===== src/rtl/ysyx_24100006_mdu.sv =====
// Iterative RV32M multiply/divide unit. Shift-add multiply and restoring
// divide, both one bit per cycle, with valid/ready handshakes on both sides.
module ysyx_24100006_mdu #(
    parameter int XLEN  = 32,
    parameter int CNT_W = $clog2(XLEN) + 1
) (
    input  logic            clock,
    input  logic            reset,
    input  logic            flush,
    input  logic            in_valid,
    output logic            in_ready,
    input  logic [2:0]      mdu_op,
    input  logic [XLEN-1:0] rs1_data,
    input  logic [XLEN-1:0] rs2_data,
    output logic            out_valid,
    input  logic            out_ready,
    output logic [XLEN-1:0] result,
    output logic            zf,
    output logic            busy
);

    typedef enum logic [1:0] {IDLE, CALC, FIX, DONE} state_t;

    localparam logic [XLEN-1:0] XMIN = {1'b1, {(XLEN-1){1'b0}}};

    state_t            state, state_nx;
    logic [CNT_W-1:0]  cnt;
    logic [2:0]        op_q;
    logic              neg_q;
    logic [XLEN-1:0]   hi;      // product high half / partial remainder
    logic [XLEN-1:0]   lo;      // multiplier -> product low half / dividend -> quotient
    logic [XLEN-1:0]   opb;     // multiplicand or divisor magnitude
    logic [XLEN-1:0]   result_q;

    logic              accept;
    logic              a_sgn, b_sgn, a_neg, b_neg, neg_in;
    logic [XLEN-1:0]   a_mag, b_mag;
    logic              div_zero, div_ovf, special;
    logic [XLEN-1:0]   spec_val;

    logic [XLEN:0]     mul_sum;
    logic [XLEN:0]     rem_shift;
    logic [XLEN:0]     rem_diff;

    logic [2*XLEN-1:0] prod, prod_fix;
    logic [XLEN-1:0]   quo_fix, rem_fix, fix_val;

    // Operand signedness, magnitudes and the RISC-V division corner cases
    always_comb begin
        a_sgn    = mdu_op[2] ? !mdu_op[0] : (mdu_op == 3'b001 || mdu_op == 3'b010);
        b_sgn    = mdu_op[2] ? !mdu_op[0] : (mdu_op == 3'b001);
        a_neg    = a_sgn & rs1_data[XLEN-1];
        b_neg    = b_sgn & rs2_data[XLEN-1];
        a_mag    = a_neg ? -rs1_data : rs1_data;
        b_mag    = b_neg ? -rs2_data : rs2_data;
        // REM takes the dividend sign; everything else the product of signs
        neg_in   = (mdu_op[2:1] == 2'b11) ? a_neg : (a_neg ^ b_neg);
        div_zero = mdu_op[2] & (rs2_data == '0);
        div_ovf  = mdu_op[2] & !mdu_op[0] & (rs1_data == XMIN) & (rs2_data == '1);
        special  = div_zero | div_ovf;
        if (div_zero)
            spec_val = mdu_op[1] ? rs1_data : '1;
        else
            spec_val = mdu_op[1] ? '0 : rs1_data;
    end

    // One iteration step of shift-add multiply and restoring divide
    always_comb begin
        mul_sum   = {1'b0, hi} + (lo[0] ? {1'b0, opb} : '0);
        rem_shift = {hi, lo[XLEN-1]};
        rem_diff  = rem_shift - {1'b0, opb};
    end

    // Sign fix-up and result selection on the magnitude result
    always_comb begin
        prod     = {hi, lo};
        prod_fix = neg_q ? -prod : prod;
        quo_fix  = neg_q ? -lo : lo;
        rem_fix  = neg_q ? -hi : hi;
        case (op_q)
            3'b000:                 fix_val = prod_fix[XLEN-1:0];
            3'b001, 3'b010, 3'b011: fix_val = prod_fix[2*XLEN-1:XLEN];
            3'b100, 3'b101:         fix_val = quo_fix;
            default:                fix_val = rem_fix;
        endcase
    end

    assign accept = (state == IDLE) & in_valid & !flush;

    // State register
    always_ff @(posedge clock) begin
        if (reset) state <= IDLE;
        else       state <= state_nx;
    end

    // Next-state logic; flush always returns to IDLE
    always_comb begin
        state_nx = state;
        case (state)
            IDLE: if (!flush && in_valid) state_nx = special ? DONE : CALC;
            CALC: if (flush)              state_nx = IDLE;
                  else if (cnt == '0)     state_nx = FIX;
            FIX:  state_nx = flush ? IDLE : DONE;
            DONE: if (flush || out_ready) state_nx = IDLE;
            default: state_nx = IDLE;
        endcase
    end

    // Handshake and status outputs
    always_comb begin
        in_ready  = (state == IDLE);
        out_valid = (state == DONE);
        busy      = (state != IDLE);
    end

    // Datapath: operand capture, iteration and result register
    always_ff @(posedge clock) begin
        if (reset) begin
            cnt      <= '0;
            op_q     <= '0;
            neg_q    <= 1'b0;
            hi       <= '0;
            lo       <= '0;
            opb      <= '0;
            result_q <= '0;
        end else if (accept) begin
            cnt   <= CNT_W'(XLEN - 1);
            op_q  <= mdu_op;
            neg_q <= neg_in;
            hi    <= '0;
            // multiply: lo = multiplier, opb = multiplicand
            // divide:   lo = dividend,   opb = divisor
            lo    <= mdu_op[2] ? a_mag : b_mag;
            opb   <= mdu_op[2] ? b_mag : a_mag;
            if (special) result_q <= spec_val;
        end else if (state == CALC) begin
            if (cnt != '0) cnt <= cnt - 1'b1;
            if (!op_q[2]) begin
                hi <= mul_sum[XLEN:1];
                lo <= {mul_sum[0], lo[XLEN-1:1]};
            end else if (!rem_diff[XLEN]) begin
                hi <= rem_diff[XLEN-1:0];
                lo <= {lo[XLEN-2:0], 1'b1};
            end else begin
                hi <= rem_shift[XLEN-1:0];
                lo <= {lo[XLEN-2:0], 1'b0};
            end
        end else if (state == FIX && !flush) begin
            result_q <= fix_val;
        end
    end

    assign result = result_q;
    assign zf     = (result_q == '0);

endmodule


===== config.mk =====
export PLATFORM = sky130hd
export DESIGN_NAME = ysyx_24100006_mdu
export DESIGN_NICKNAME = d
export VERILOG_FILES = /design/src/rtl/ysyx_24100006_mdu.sv
export SDC_FILE = /design/constraint.sdc
export NUM_CORES = 1
export LEC_CHECK = 0
export CAP_MARGIN = 20
export CORE_ASPECT_RATIO = 1.25
export CORE_UTILIZATION = 45
export DETAILED_ROUTE_END_ITERATION = 10
export GPL_ROUTABILITY_DRIVEN = 1
export HOLD_SLACK_MARGIN = 0.1
export PLACE_DENSITY_LB_ADDON = 0.1
export SKIP_LAST_GASP = 1
export SYNTH_ARGS = -nofsm -noshare
export SYNTH_HDL_FRONTEND = slang
export SYNTH_SLANG_ARGS = --single-unit

===== constraint.sdc =====
create_clock -name clock -period 4.4 [get_ports clock]
set_input_delay 0.88 -clock clock [delete_from_list [all_inputs] [get_ports clock]]
set_output_delay 0.88 -clock clock [all_outputs]
set_load 0.03 [all_outputs]

==> implementation parameters <==
Parameter                              Value

Pwr
  Total power density per cell area ... 281 nW/µm²
  Overall power of the completed layout ... approximately 4.9 mW
  Leakage ... 6.53 nW
  Worst IR drop on VDD ... 0.237 mV

Worst hold path
  Worst hold path type ... reg -> reg
  Hold Path Stages ... 2
  Hold endpoint ... opb[9]
  Hold_sp ... opb[9]

Synthesis
  Share of synthesized area occupied by flip-flops and latches ... 0.186
  Async SR Flop Fraction ... 0
  Post-synthesis instance area ... between 15000 and 20000 µm²
  Biggest area contributors in the synthesized netlist ... sky130_fd_sc_hd__dfxtp_1 (19%), sky130_fd_sc_hd__a21oi_1 (6.5%), sky130_fd_sc_hd__ha_1 (5.8%), sky130_fd_sc_hd__nand2_1 (5.8%), sky130_fd_sc_hd__o21ai_0 (5.7%)
  Net Count, Synth ... 2272
  Number of synthesized flops with an enable pin ... 0
  Syn. warnings ... 0
  Mean post-synth cell area ... 7.08 µm²
  Yosys reg bits ... 140
  Synth cell types ... roughly 90
  Proportion of netlist area held by the largest area contributor ... 0.186
  Synthesized netlist cell count ... 2128
  Prevailing post-synth register cell ... sky130_fd_sc_hd__dfxtp_1
  Cell taking the most area after synthesis ... sky130_fd_sc_hd__dfxtp_1

Floorplanning
  Number of top-level pins ... 108
  Overall die area ... 34200 µm²
  DIE WIDTH ... 166 µm
  Die height ... 207 µm
  Number of placement rows ... 74
  Initial cell density of the core ... 0.459
  Core Area ... approximately 33000 µm²

CTS
  CTS tree ... yes
  Clock transition at the registers of the reported paths ... 70 ps
  Number of clock buffers inserted by TritonCTS ... 17
  Maximum level of the CTS H-tree ... 4
  Clock root buffer ... sky130_fd_sc_hd__clkbuf_16
  Clk_lat worst skew ... roughly 470 ps
  Number of instances resized during post-cts repair ... 0
  Sinks on Clock Net ... 140
  Setup Fix Bufs, Post-CTS ... 0
  Total of hold buffers inserted after clock tree synthesis ... 0
  Clock Path Buffers ... 2

Timing
  RSZ-0062 raised after global routing ... false
  Final count of hold timing violations ... 0
  Setup TNS ... 0 ps
  Max frequency ... 257 MHz
  Relative max-transition margin ... 0.363
  Final setup viols ... 0
  Number of pins with negative max-slew slack in the final report ... 0
  Setup clock skew after layout ... ~12 ps
  Worst slew pin tran ... 955 ps
  Tcrit/Tclk final ... 0.883
  Shortest clock period the worst path allows after layout ... 3880 ps

Setup path
  Critical path endpoint category ... register
  Worst-case reg-to-reg path depth ... 14
  End of the worst register-to-register path ... hi[30]
  Critical path class ... reg -> reg
  Critical path arrival ... 4290 ps
  Launch instance of the worst register-to-register path ... lo[0]
  WP data required ... 4800 ps
  Largest fanout on the critical path ... 12
  Minimum setup slack among reg-to-reg paths ... around 500 ps
  Worst setup path startpoint ... lo[0]
  Type of element launching the critical path ... register

Route
  Detailed-route wire length ... 61200 µm
  Average wire length per cell after detail routing ... 23.2 µm
  Remaining antenna violation count after routing ... 0
  Pre-Repair DR Iteration Count ... 8
  Drt initial violations ... roughly 1600
  Via count ... between 15000 and 20000
  Post-detailed-route DRC marker count ... 0
  Detail-routed via count per cell ... 6.32

Global route
  Routing usage on met1 ... 0.415
  Met3 demand-to-capacity share in global routing ... 0.0525
  Number of global-route vias before repair ... roughly 16000
  GRT busiest layer ... met2
  Pin count of the biggest net entering global routing ... 92
  Total congestion overflow after global routing ... 0
  Number of antenna violations at the first check in global routing ... 0
  Met2 track demand over resource in global routing ... 0.632
  Overall fraction of global-route tracks in use ... 0.357
  Wire length of the first global-routing pass ... 93400 µm

Run
  Max Cap Violations ... 0

Layout
  Share of cells above drive strength 1 ... 0.0875
  Commonest non-fill, non-tap cell in the layout ... sky130_fd_sc_hd__nand2_1
  ANT cells ... 0
  Count of nets after finishing ... 2347
  Number of filler instances in the final layout ... 3312
  Area growth from synthesis to layout ... 15.6%
  Commonest cells after routing, fill and taps aside ... sky130_fd_sc_hd__nand2_1 (231), sky130_fd_sc_hd__nor2_1 (206), sky130_fd_sc_hd__a21oi_1 (195), sky130_fd_sc_hd__o21ai_0 (172), sky130_fd_sc_hd__dfxtp_1 (138)

Run status
  Run status ... complete, no violations

Place
  Final weighted congestion in routability-driven placement ... 0.970
  Sum of net half-perimeters after detailed placement ... 48100 µm
  Port-buffer cells ... 107
==> state kept, by name, summed over array words and instances, names as in the netlist <==
signal,flops
opb,32
cnt,6
neg_q,1
state,2
result,32
lo,32
op_q,3
hi,32
==> worst max-delay path, cell delays in order (launching register included) <==
cell,delay (ps)
sky130_fd_sc_hd__dfxtp_1,360
sky130_fd_sc_hd__inv_1,180
sky130_fd_sc_hd__buf_4,240
sky130_fd_sc_hd__nor2_1,60
sky130_fd_sc_hd__ha_1,360
sky130_fd_sc_hd__nand3_1,90
sky130_fd_sc_hd__o211ai_1,390
sky130_fd_sc_hd__o41ai_1,110
sky130_fd_sc_hd__buf_4,160
sky130_fd_sc_hd__a21oi_1,310
sky130_fd_sc_hd__o2111ai_1,210
sky130_fd_sc_hd__a211oi_1,400
sky130_fd_sc_hd__a21oi_1,120
sky130_fd_sc_hd__or4b_2,660
sky130_fd_sc_hd__a21oi_1,160
==> cell usage after synthesis, types with 30 or more instances <==
cell type / number
sky130_fd_sc_hd__nand2_1: 231
sky130_fd_sc_hd__nor2_1: 206
sky130_fd_sc_hd__a21oi_1: 195
sky130_fd_sc_hd__o21ai_0: 172
sky130_fd_sc_hd__dfxtp_1: 140
sky130_fd_sc_hd__clkbuf_1: 109
sky130_fd_sc_hd__xnor2_1: 84
sky130_fd_sc_hd__xor2_1: 76
sky130_fd_sc_hd__inv_1: 75
sky130_fd_sc_hd__ha_1: 70
sky130_fd_sc_hd__o211ai_1: 66
sky130_fd_sc_hd__mux2i_1: 59
sky130_fd_sc_hd__nand3_1: 52
sky130_fd_sc_hd__nor3_1: 47
sky130_fd_sc_hd__a211oi_1: 42
sky130_fd_sc_hd__o31ai_1: 30
==> layout make-up <==
type                    count  area (µm²)  area share
inverters                  75         282      0.0162
well taps                 418         523      0.0301
flip-flops and latches    140        2810       0.161
multi-input cells        1764       11400       0.653
clock buffers              18         450      0.0259
clock inverters            14         144     0.00827
repair buffers            205        1830       0.105
==> where the power goes <==
group          internal [mW]  leakage [nW]  total, mW  switching (mW)
Combinational          0.729          5.10       1.93            1.20
Clock                  0.831         0.286       1.52           0.686
Sequential              1.33          1.14       1.44           0.109
==> stage by stage <==
stage	worst slack [ps]	cell area, µm²	hold slack [ps]	std cells	utilization
after detailed placement	244	16800	451	2602	0.513
after CTS	565	17400	458	2634	0.531
after global placement	246	16800	441	2602	0.513
after floorplan	1090	15100	432	2128	-
after global routing	330	17400	476	2634	0.531
final	515	17400	454	2634	0.531
==> worst max-delay path by stage <==
stage | endpoint | slack [ps] | depth (start not counted)
floorplan | result[12] | 1090 | 9
global placement | result[25] | 250 | 11
detailed placement | result[16] | 240 | 11
CTS | hi[30] | 560 | 14
global route | hi[30] | 330 | 14
finish | hi[30] | 520 | 14
==> layer usage <==
metal	wire length, µm	part of all wire
met1	24600	0.40
met2	29400	0.48
met3	3820	0.062
met4	3320	0.054
met5	0	0
==> kinds of logic after synthesis <==
kind of cell               after synthesis  share of synthesized area
DFF                                    140                      0.186
adders and majority gates               90                     0.0728
xor gates and xnor gates               161                     0.0941
AOI/OAI and AO/OA                      711                      0.304
muxes                                   70                     0.0474
buffers and inverters                  224                     0.0603
and+or+nand+nor                        732                      0.236
Power figures use the tool's default switching activity.
